**src/rtl/text_console_render.sv**
```systemverilog
// UART-fed COLS x ROWS text console rendered as 8x16 glyphs inside a fixed VGA window.
// Optional `CURSOR_BLINK_EN adds a blinking underline cursor on the logical cursor cell.
module text_console_render #(
  parameter int unsigned COLS   = 32,
  parameter int unsigned ROWS   = 4,
  parameter int unsigned X0     = 192,
  parameter int unsigned Y0     = 208,
  parameter logic [11:0] BG_RGB = 12'hFFF
) (
  input  logic        clk_i,
  input  logic        reset_i,
  input  logic        wr_valid_i,
  input  logic [7:0]  wr_data_i,
  output logic        wr_ready_o,
  input  logic        video_on_i,
  input  logic [9:0]  x_i,
  input  logic [9:0]  y_i,
  input  logic [1:0]  color_sel_i,
  output logic [10:0] rom_addr_o,
  input  logic [7:0]  rom_data_i,
  output logic [11:0] rgb_o
);

  localparam int unsigned Cells = COLS * ROWS;
  localparam int unsigned CW    = $clog2(COLS);
  localparam int unsigned RW    = $clog2(ROWS);
  localparam int unsigned AW    = CW + RW;

  localparam logic [AW-1:0] LastCell = AW'(Cells - 1);
  localparam logic [AW-1:0] LastCol  = AW'(COLS - 1);
  localparam logic [CW-1:0] MaxCol   = CW'(COLS - 1);
  localparam logic [RW-1:0] MaxRow   = RW'(ROWS - 1);
  localparam logic [6:0]    Space    = 7'h20;
  localparam logic [6:0]    ChCr     = 7'h0D;
  localparam logic [6:0]    ChBs     = 7'h08;
  localparam logic [6:0]    ChFf     = 7'h0C;
  localparam logic [11:0]   XLo      = 12'(X0);
  localparam logic [11:0]   XHi      = 12'(X0 + COLS * 8);
  localparam logic [11:0]   YLo      = 12'(Y0);
  localparam logic [11:0]   YHi      = 12'(Y0 + ROWS * 16);

  typedef enum logic [1:0] {StClrAll, StIdle, StClrRow} state_e;

  state_e          state_q, state_d;
  logic [AW-1:0]   clr_cnt_q, clr_cnt_d;
  logic [CW-1:0]   cur_col_q, cur_col_d;
  logic [RW-1:0]   cur_row_q, cur_row_d;
  logic [RW-1:0]   top_row_q, top_row_d;
  logic            newline;

  logic [6:0]      ch;
  logic            is_print;
  logic [RW-1:0]   cur_phys_row;
  logic [RW-1:0]   bot_phys_row;
  logic [CW-1:0]   bs_col;

  logic            mem_we;
  logic [AW-1:0]   mem_waddr;
  logic [6:0]      mem_wdata;
  logic [6:0]      mem_q [Cells];

  assign ch           = wr_data_i[6:0];
  assign is_print     = (ch >= 7'h20) && (ch <= 7'h7E);
  assign cur_phys_row = top_row_q + cur_row_q;
  // After a scroll top_row_q already points past the row being recycled.
  assign bot_phys_row = top_row_q - 1'b1;
  assign bs_col       = cur_col_q - 1'b1;

  // ---------------------------------------------------------------- FSM state register
  always_ff @(posedge clk_i or posedge reset_i) begin
    if (reset_i) begin
      state_q   <= StClrAll;
      clr_cnt_q <= '0;
      cur_col_q <= '0;
      cur_row_q <= '0;
      top_row_q <= '0;
    end else begin
      state_q   <= state_d;
      clr_cnt_q <= clr_cnt_d;
      cur_col_q <= cur_col_d;
      cur_row_q <= cur_row_d;
      top_row_q <= top_row_d;
    end
  end

  // ---------------------------------------------------------------- FSM next state
  always_comb begin
    state_d   = state_q;
    clr_cnt_d = clr_cnt_q;
    cur_col_d = cur_col_q;
    cur_row_d = cur_row_q;
    top_row_d = top_row_q;
    newline   = 1'b0;
    unique case (state_q)
      StClrAll: begin
        if (clr_cnt_q == LastCell) state_d = StIdle;
        else                       clr_cnt_d = clr_cnt_q + 1'b1;
      end
      StClrRow: begin
        if (clr_cnt_q == LastCol) state_d = StIdle;
        else                      clr_cnt_d = clr_cnt_q + 1'b1;
      end
      StIdle: begin
        if (wr_valid_i) begin
          if (is_print) begin
            if (cur_col_q == MaxCol) begin
              cur_col_d = '0;
              newline   = 1'b1;
            end else begin
              cur_col_d = cur_col_q + 1'b1;
            end
          end else if (ch == ChCr) begin
            cur_col_d = '0;
            newline   = 1'b1;
          end else if (ch == ChBs) begin
            if (cur_col_q != '0) cur_col_d = bs_col;
          end else if (ch == ChFf) begin
            cur_col_d = '0;
            cur_row_d = '0;
            top_row_d = '0;
            clr_cnt_d = '0;
            state_d   = StClrAll;
          end
          if (newline) begin
            if (cur_row_q != MaxRow) begin
              cur_row_d = cur_row_q + 1'b1;
            end else begin
              top_row_d = top_row_q + 1'b1;
              clr_cnt_d = '0;
              state_d   = StClrRow;
            end
          end
        end
      end
      default: state_d = StClrAll;
    endcase
  end

  // ---------------------------------------------------------------- FSM outputs
  always_comb begin
    wr_ready_o = (state_q == StIdle);
    mem_we     = 1'b0;
    mem_waddr  = clr_cnt_q;
    mem_wdata  = Space;
    unique case (state_q)
      StClrAll: mem_we = 1'b1;
      StClrRow: begin
        mem_we    = 1'b1;
        mem_waddr = {bot_phys_row, clr_cnt_q[CW-1:0]};
      end
      StIdle: begin
        if (wr_valid_i && is_print) begin
          mem_we    = 1'b1;
          mem_waddr = {cur_phys_row, cur_col_q};
          mem_wdata = ch;
        end else if (wr_valid_i && (ch == ChBs) && (cur_col_q != '0)) begin
          mem_we    = 1'b1;
          mem_waddr = {cur_phys_row, bs_col};
        end
      end
      default: mem_we = 1'b0;
    endcase
  end

  // ---------------------------------------------------------------- character buffer
  always_ff @(posedge clk_i) begin
    if (mem_we) mem_q[mem_waddr] <= mem_wdata;
  end

  // ---------------------------------------------------------------- pixel pipeline
  logic [9:0]    dx, dy;
  logic [CW-1:0] dcol;
  logic [RW-1:0] drow;
  logic [RW-1:0] rd_row;
  logic [AW-1:0] rd_addr;
  logic          in_win;

  logic [6:0]    char_q;
  logic [3:0]    glyph_row_q;
  logic [2:0]    bit_q, bit_q2;
  logic          in_win_q, in_win_q2;
  logic          von_q, von_q2;
  logic          pix_on, glyph_on;
  logic [11:0]   fg_rgb;
  logic [11:0]   rgb_q, rgb_d;
  logic          unused_bits;

  assign dx      = x_i - 10'(X0);
  assign dy      = y_i - 10'(Y0);
  assign dcol    = dx[CW+2:3];
  assign drow    = dy[RW+3:4];
  assign rd_row  = drow + top_row_q;
  assign rd_addr = {rd_row, dcol};
  assign in_win  = ({2'b00, x_i} >= XLo) && ({2'b00, x_i} < XHi) &&
                   ({2'b00, y_i} >= YLo) && ({2'b00, y_i} < YHi);
  assign unused_bits = ^{wr_data_i[7], dx, dy};

  always_ff @(posedge clk_i or posedge reset_i) begin
    if (reset_i) begin
      char_q      <= '0;
      glyph_row_q <= '0;
      bit_q       <= '0;
      in_win_q    <= 1'b0;
      von_q       <= 1'b0;
      bit_q2      <= '0;
      in_win_q2   <= 1'b0;
      von_q2      <= 1'b0;
      rgb_q       <= '0;
    end else begin
      char_q      <= mem_q[rd_addr];
      glyph_row_q <= dy[3:0];
      bit_q       <= dx[2:0];
      in_win_q    <= in_win;
      von_q       <= video_on_i;
      bit_q2      <= bit_q;
      in_win_q2   <= in_win_q;
      von_q2      <= von_q;
      rgb_q       <= rgb_d;
    end
  end

  assign rom_addr_o = {char_q, glyph_row_q};
  // Bit 7 of the ROM row is the leftmost pixel, so index with the inverted column.
  assign pix_on     = rom_data_i[~bit_q2];

`ifdef CURSOR_BLINK_EN
  logic [23:0] blink_cnt_q;
  logic        cur_hit_q, cur_hit_q2;

  always_ff @(posedge clk_i or posedge reset_i) begin
    if (reset_i) begin
      blink_cnt_q <= '0;
      cur_hit_q   <= 1'b0;
      cur_hit_q2  <= 1'b0;
    end else begin
      blink_cnt_q <= blink_cnt_q + 1'b1;
      cur_hit_q   <= (drow == cur_row_q) && (dcol == cur_col_q) && (dy[3:1] == 3'b111);
      cur_hit_q2  <= cur_hit_q;
    end
  end

  assign glyph_on = pix_on | (cur_hit_q2 & blink_cnt_q[23]);
`else
  assign glyph_on = pix_on;
`endif

  always_comb begin
    fg_rgb = 12'h00F;
    unique case (color_sel_i)
      2'b00: fg_rgb = 12'h00F;
      2'b01: fg_rgb = 12'hF00;
      2'b10: fg_rgb = 12'h0F0;
      2'b11: fg_rgb = 12'hFF0;
      default: fg_rgb = 12'h00F;
    endcase
  end

  always_comb begin
    rgb_d = BG_RGB;
    if (!von_q2)        rgb_d = 12'h000;
    else if (!in_win_q2) rgb_d = 12'hFFF;
    else if (glyph_on)  rgb_d = fg_rgb;
  end

  assign rgb_o = rgb_q;

endmodule

```
**config.mk**
```make
export PLATFORM = sky130hd
export DESIGN_NAME = text_console_render
export DESIGN_NICKNAME = d
export VERILOG_FILES = /design/src/rtl/text_console_render.sv
export SDC_FILE = /design/constraint.sdc
export NUM_CORES = 1
export LEC_CHECK = 0
export CELL_PAD_IN_SITES_DETAIL_PLACEMENT = 1
export CELL_PAD_IN_SITES_GLOBAL_PLACEMENT = 2
export CORE_MARGIN = 5
export CORE_UTILIZATION = 41
export DETAILED_ROUTE_END_ITERATION = 10
export GPL_TIMING_DRIVEN = 0
export PLACE_DENSITY_LB_ADDON = 0.1
export SYNTH_ARGS = -nofsm -noshare
export SYNTH_HDL_FRONTEND = slang
export SYNTH_SLANG_ARGS = --single-unit
```
**constraint.sdc**
```tcl
create_clock -name clk_i -period 16.8 [get_ports clk_i]
set_input_delay 2.52 -clock clk_i [delete_from_list [all_inputs] [get_ports clk_i]]
set_output_delay 2.52 -clock clk_i [all_outputs]
set_load 0.005 [all_outputs]
```
==> results of run 1 <==
[logic make-up (layout without fill, tap and decap cells)]
| family | after synthesis | in the layout | share of synthesized area [%] |
|---|---|---|---|
| fa+ha+maj | 15 | 15 | 0.503 |
| simple gates | 261 | 261 | 3.71 |
| xor+xnor | 11 | 11 | 0.258 |
| buf+inv | 115 | 374 | 1.45 |
| compound gates | 109 | 109 | 2.08 |
| mux | 286 | 286 | 17.1 |
| flops | 938 | 938 | 74.9 |
[layout make-up]
type                       instances  area (um^2)
buffer                           102          494
tap                             1176         1470
sequential                       938        28000
clock buffer                     123         2650
multi-input combinational        682         8890
inverter                          13         48.8
fill                            8077        47200
clock inverter                    66          576
timing repair buffer              70          846
[sequential cells by signal, indices dropped and copies added, names as in the netlist, 3 cells and up]
signal / count
cur_col_q: 5
clr_cnt_q: 7
mem_q: 896
bit_q2: 3
bit_q: 3
rgb_o: 3
glyph_row_q: 4
char_q: 7
[cell usage in the layout, fill, tap and decap left out, drive strengths merged, types with 3 or more instances in the layout]
cell type	instances
xnor2	4
nand2	28
o22ai	31
bufinv	7
nor2b	4
a22o	6
xor2	7
nand2b	4
a22oi	5
and3	10
or4	3
or3	3
mux2	3
buf	66
mux4	282
a21oi	16
inv	14
a31oi	3
nor4	10
o211ai	3
clkinv	50
dfrtp	42
and2	4
nand3	6
a21o	3
clkdlybuf4s50	60
edfxtp	896
o21a	5
nor3	63
clkinvlp	8
o311ai	3
nand4b	7
nand4	13
o21ai	16
nor2	93
clkbuf	169
ha	15
[path summary, 6_finish.rpt]
| kind | from | end | slack [ns] |
|---|---|---|---|
| setup / recovery | wr_data_i[2] | mem_q[92][3] | 10.14 |
| hold / removal | bit_q[2] | bit_q2[2] | 0.35 |
| setup reg to reg | cur_col_q[0] | mem_q[92][3] | 11.96 |
| hold reg to reg | bit_q[2] | bit_q2[2] | 0.35 |
| max in group asynchronous | reset_i | char_q[5] | 14.11 |
| min in group asynchronous | reset_i | von_q2 | 2.16 |
[layer usage]
layer	global-route usage, %	part of all wire [%]	vias up
met5	0	0	-
met4	5.03	2.3	0
met3	4.10	5.5	127
met2	33.6	49	466
met1	29.4	44	10021
li1	-	-	7713
[synth_stat cells, types with 5 or more instances]
master / n
mux4_2: 282
buf_4: 10
a22o_1: 5
nor2_1: 77
nor3_1: 61
nor4_1: 10
buf_1: 7
edfxtp_1: 896
a21oi_1: 16
inv_1: 13
dfrtp_1: 42
nor2_2: 16
o21ai_0: 12
nand4_1: 13
nand4b_1: 7
o22ai_1: 31
nand2_1: 28
clkbuf_1: 46
nand3_1: 6
buf_2: 35
xor2_1: 7
ha_1: 15
and3_1: 9
o21a_1: 5
[through the flow]
stage               hold slack [ns]  area, um^2  power [mW]
global placement              0.337       39400        3.53
detailed placement            0.339       39700        3.56
finish                        0.351       42900        5.67
floorplan                     0.331       37300        3.22
global route                  0.355       42900        5.88
CTS                           0.353       42900        5.72
[worst reg2reg max path, delay by kind of cell, from the launching register on]
| family | cells | cell delay [ns] |
|---|---|---|
| fa+ha+maj | 1 | 0.29 |
| simple gates | 4 | 2.34 |
| flops | 1 | 0.46 |
| buf+inv | 2 | 0.68 |
| compound gates | 2 | 0.69 |
[power groups by stage]
stage | registers [mW] | logic [mW] | clock network (mW)
floorplan | 2.76 | 0.456 | 0
global placement | 2.79 | 0.746 | 0
detailed placement | 2.77 | 0.788 | 0
CTS | 2.72 | 0.790 | 2.21
global route | 2.73 | 0.836 | 2.32
finish | 2.72 | 0.784 | 2.17
==> impl_metrics.toml, run 1 <==
[routing]
wirelength_um = 101000
wire_per_inst_um = 31.8
dr.pass1.iters = 5
drt.antenna.violating_nets = 0
drtIter0Drc = 1592
avgViaCountPerCell = 5.78
vias = 18327
route.detailed.drc = 0

[timing]
fin_skew_ns = 0.0310
worst-slew-pin-transition_ns = 1.37
finalSetupTns_ns = 0
period_minus_slack_ns = 6.66
max_slew_margin_pct = 7.86
setup_violations = 0
slew_violations = 0
layout_worst_path_cycle_share_pct = 39.6
rsz0062_at_grt = "no"
fmax_mhz = 150
hold_viol_final = 0
setup_slack_ns = 10.14

[global_routing]
grt_use_total_pct = 20.7
grt_pass1_vias = 19710
grt_antenna_before_repair = 1
grt_max_degree = 85
grt_pass1_wl_um = 146000
grt_overflow = 0

[critical_path]
critPathBufInv = 2
path_delay_family = "simple AND/OR/NAND/NOR gates"
cp.required_ns = 17.07
cp.arrival_ns = 6.93
path_cells = "clkdlybuf4s50_1, nor4b_4, and4b_4, o21ai_0, a21oi_1, nand4_1, buf_2, nor3_1"
crit_path_end_kind = "flop"
slowest_delay_ns = 1.02
reg2reg_depth = 9
cp_max_fo = 10
cp.depth = 8
critPathLaunchType = "input pin"
critPathSlowestCell = "nor3_1"
critPathKind = "in2reg"

[place]
port_buffers = 60
place_congestion = 0.780
dp.cells = 2981
dp_slack_ns = 9.25
hpwl_um = 67800

[pwr]
clkPwrFrac_pct = 38.2
power-per-cell-area_nw_per_um2 = 132
p_int_mw = 4.16
power_frac_seq_pct = 48.0
p_sw_mw = 1.51
comb_power_share_pct = 13.8
power.leakage_nw = 13.4
p_sw_share_pct = 26.7
ir_drop_mv = 0.0760

[worst_hold_path]
worstHoldPathCells = 0
hold_path.class = "reg2reg"

[synth]
syn_nets = 1792
synth.avg_cell_area_um2 = 21.5
yosys_warnings = 0
syn_area_um2 = 37300
synth_edf_count = 896
ys.flop_type = "edfxtp_1"
synth_top_area_cell = "edfxtp_1"
async_flop_share_pct = 4.48
ys_seq_elements = 938
synth_top_area_share_pct = 72.1
netlist-cell-type-count = 73
synth-seq-area-share_pct = 74.9
synthTopCellsByArea = "edfxtp_1, mux4_2, dfrtp_1"
syn_inst = 1735

[floorplan]
rows = 110
io_pins = 66
die_h_um = 312
die_width_um = 312
core-area_um2 = 90100
dieArea_um2 = 97200
start_util_pct = 41.4

[finish]
num_antenna_cells = 0
drive_gt1_share_pct = 26.6
nNetsFinal = 1965
fin_util_pct = 47.6
area_growth_pct = 15.0
fin_cells = 3170

[clock_tree]
clock_latency_ns = 0.68
clk_pin_slew_ns = 0.06
post_cts_buffers = 0
cts_buffer_depth = 3
holdBufCountCts = 0
root_buffer = "clkbuf_16"
cts_buffers = 101
cts-resized-gates = 0
tritoncts = "done"
h-tree-depth = 3
clkSinkCount = 938

[outcome]
status = "finished clean"

[job]
maxCapViolCount = 0
Note: power is estimated with default switching activity, not from simulation.
==> run 2: changes to the inputs <==
==> constraint.sdc (replaced) <==
create_clock -name clk_i -period 6.73 [get_ports clk_i]
set_input_delay 1.0095 -clock clk_i [delete_from_list [all_inputs] [get_ports clk_i]]
set_output_delay 1.0095 -clock clk_i [all_outputs]
set_load 0.005 [all_outputs]
==> results of run 2 <==
The final DEF is identical to that of run 1. Status: finished clean.
Main changes from that run: setup slack after placement 9.25 ns -> 0.692 ns; setup slack after layout 10.14 ns -> 1.58 ns; register-to-register setup slack 11.96 ns -> 1.89 ns; total power 5.67 mW -> 14.2 mW; worst IR drop on VDD 0.0760 mV -> 0.190 mV
==> run 3: changes to the inputs <==
==> constraint.sdc (replaced) <==
create_clock -name clk_i -period 5.36 [get_ports clk_i]
set_input_delay 0.804 -clock clk_i [delete_from_list [all_inputs] [get_ports clk_i]]
set_output_delay 0.804 -clock clk_i [all_outputs]
set_load 0.005 [all_outputs]
==> run 3 against run 2 <==
Against the previous run:
- global-route usage shrank 0.23 points
- clock skew shrank 0.0067 ns
- die area is the same
- utilization grew 0.11 points
- flip-flop and latch count is the same
==> impl_metrics.toml, run 3 (same netlist as run 1, synthesis figures left out) <==
[floorplan]
die_width_um = 312
die_h_um = 312
io_pins = 66
rows = 110
start_util_pct = 41.4
core-area_um2 = 90100
dieArea_um2 = 97200

[clock_tree]
cts_buffer_depth = 3
post_cts_buffers = 0
clock_latency_ns = 0.67
clkSinkCount = 938
root_buffer = "clkbuf_16"
holdBufCountCts = 0
clk_pin_slew_ns = 0.06
cts-resized-gates = 0
tritoncts = "done"
cts_buffers = 101
h-tree-depth = 3

[global_routing]
grt_antenna_before_repair = 2
grt_pass1_vias = 19313
grt_max_degree = 73
grt_overflow = 0
grt_use_total_pct = 20.5
grt_pass1_wl_um = 143000

[timing]
layout_worst_path_cycle_share_pct = 92.5
worst-slew-pin-transition_ns = 1.33
hold_viol_final = 0
setup_violations = 0
period_minus_slack_ns = 4.96
max_slew_margin_pct = 10.5
slew_violations = 0
rsz0062_at_grt = "no"
fmax_mhz = 202
fin_skew_ns = 0.0244

[critical_path]
cp_max_fo = 10
crit_path_end_kind = "flop"
rrSetupSlack_ns = 0.51
cp.arrival_ns = 5.23
cp.required_ns = 5.64
critPathKind = "in2reg"
critPathLaunchType = "input pin"

[routing]
wire_per_inst_um = 31.7
dr.pass1.iters = 5
route.detailed.drc = 0
vias = 18374
avgViaCountPerCell = 5.80
drtIter0Drc = 1715
wirelength_um = 100000
drt.antenna.violating_nets = 0

[finish]
reg_top3 = "mem_q: 896 flops, char_q: 7 flops, clr_cnt_q: 7 flops"
nNetsFinal = 1971
largest-register = "mem_q"
nFillCells = 8033
area_growth_pct = 15.3
final_cell_area_um2 = 43000
largest_register_ffs = 896
num_antenna_cells = 0
final_common_cell = "edfxtp_1"
ff_latch_area_um2 = 28000
drive_gt1_share_pct = 27.4
multi_input_area_um2 = 8910
layout_common_cells = "edfxtp_1, mux4_2, clkbuf_16"

[pwr]
p_sw_share_pct = 26.2
p_int_mw = 13.2
ir_drop_mv = 0.279
power.total_mw = 17.9
power_frac_seq_pct = 47.7
power-per-cell-area_nw_per_um2 = 415
p_sw_mw = 4.68
power.leakage_nw = 13.5
comb_power_share_pct = 13.7
clkPwrFrac_pct = 38.5

[worst_hold_path]
hold_path.class = "reg2reg"

[place]
hpwl_um = 67300
place_congestion = 0.808
postPlaceCellArea_um2 = 39700
port_buffers = 60

[job]
maxCapViolCount = 0

[outcome]
status = "finished clean"
-- run 3: cell types whose count changed in the layout (fill, tap and decap cells not counted), sizes merged --
| cell | delta |
|---|---|
| clkinv | -13 |
| bufinv | +2 |
| clkinvlp | -7 |
| clkbuf | +13 |
| inv | +2 |
| buf | +2 |
-- run 3: final timing paths --
path	from	depth (start not counted)	endpoint
max	wr_data_i[2]	8	mem_q[22][2]
min	von_q	0	von_q2
max reg2reg	cur_col_q[0]	9	mem_q[22][2]
min reg2reg	von_q	0	von_q2
max in group asynchronous	reset_i	3	char_q[0]
min in group asynchronous	reset_i	2	rgb_o[3]
-- run 3: layer usage --
metal  wire [um]  global-route usage [%]  up-vias
met5           0                       0        -
met3        5490                    3.77      114
met4        1820                    4.09        0
met2       49500                    33.9      512
li1            -                       -     7713
met1       43700                    29.0    10035
-- run 3: critical path: stages --
cell	delay, ns
clkdlybuf4s50_1	0.58
nor4b_4	0.46
and4b_4	0.38
o21ai_0	0.12
a21oi_1	0.60
nand4_1	0.69
buf_2	0.56
nor3_1	1.04
-- run 3: final cells by class --
| class | instances | share of cell area [%] |
|---|---|---|
| repair buffers | 76 | 2.07 |
| inverters | 13 | 0.113 |
| well taps | 1176 | 3.42 |
| clock buffers | 132 | 6.31 |
| flip-flops and latches | 938 | 65.0 |
| plain buffers | 102 | 1.15 |
| clock inverters | 50 | 1.28 |
| multi-input cells | 682 | 20.7 |
-- run 3: stage by stage --
stage	setup TNS, ns	utilization (%)	hold slack (ns)	setup slack (ns)	instances
after floorplan	0	-	0.331	1.39	1735
after global placement	-1181.91	43.7	0.337	-1.73	2971
after detailed placement	-14.57	44.1	0.336	-0.445	2982
after CTS	0	47.7	0.351	0.276	3164
after global routing	0	47.7	0.357	0.253	3169
final	0	47.7	0.348	0.403	3169
-- run 3: power groups by stage --
| stage | clock (mW) | combinational [mW] | sequential, mW |
|---|---|---|---|
| 3_5_place_dp | 0 | 2.45 | 8.68 |
| 5_1_grt | 7.33 | 2.61 | 8.54 |
| 3_3_place_gp | 0 | 2.34 | 8.72 |
| 4_1_cts | 7.01 | 2.46 | 8.52 |
| 2_1_floorplan | 0 | 1.43 | 8.65 |
| 6_report | 6.88 | 2.45 | 8.52 |
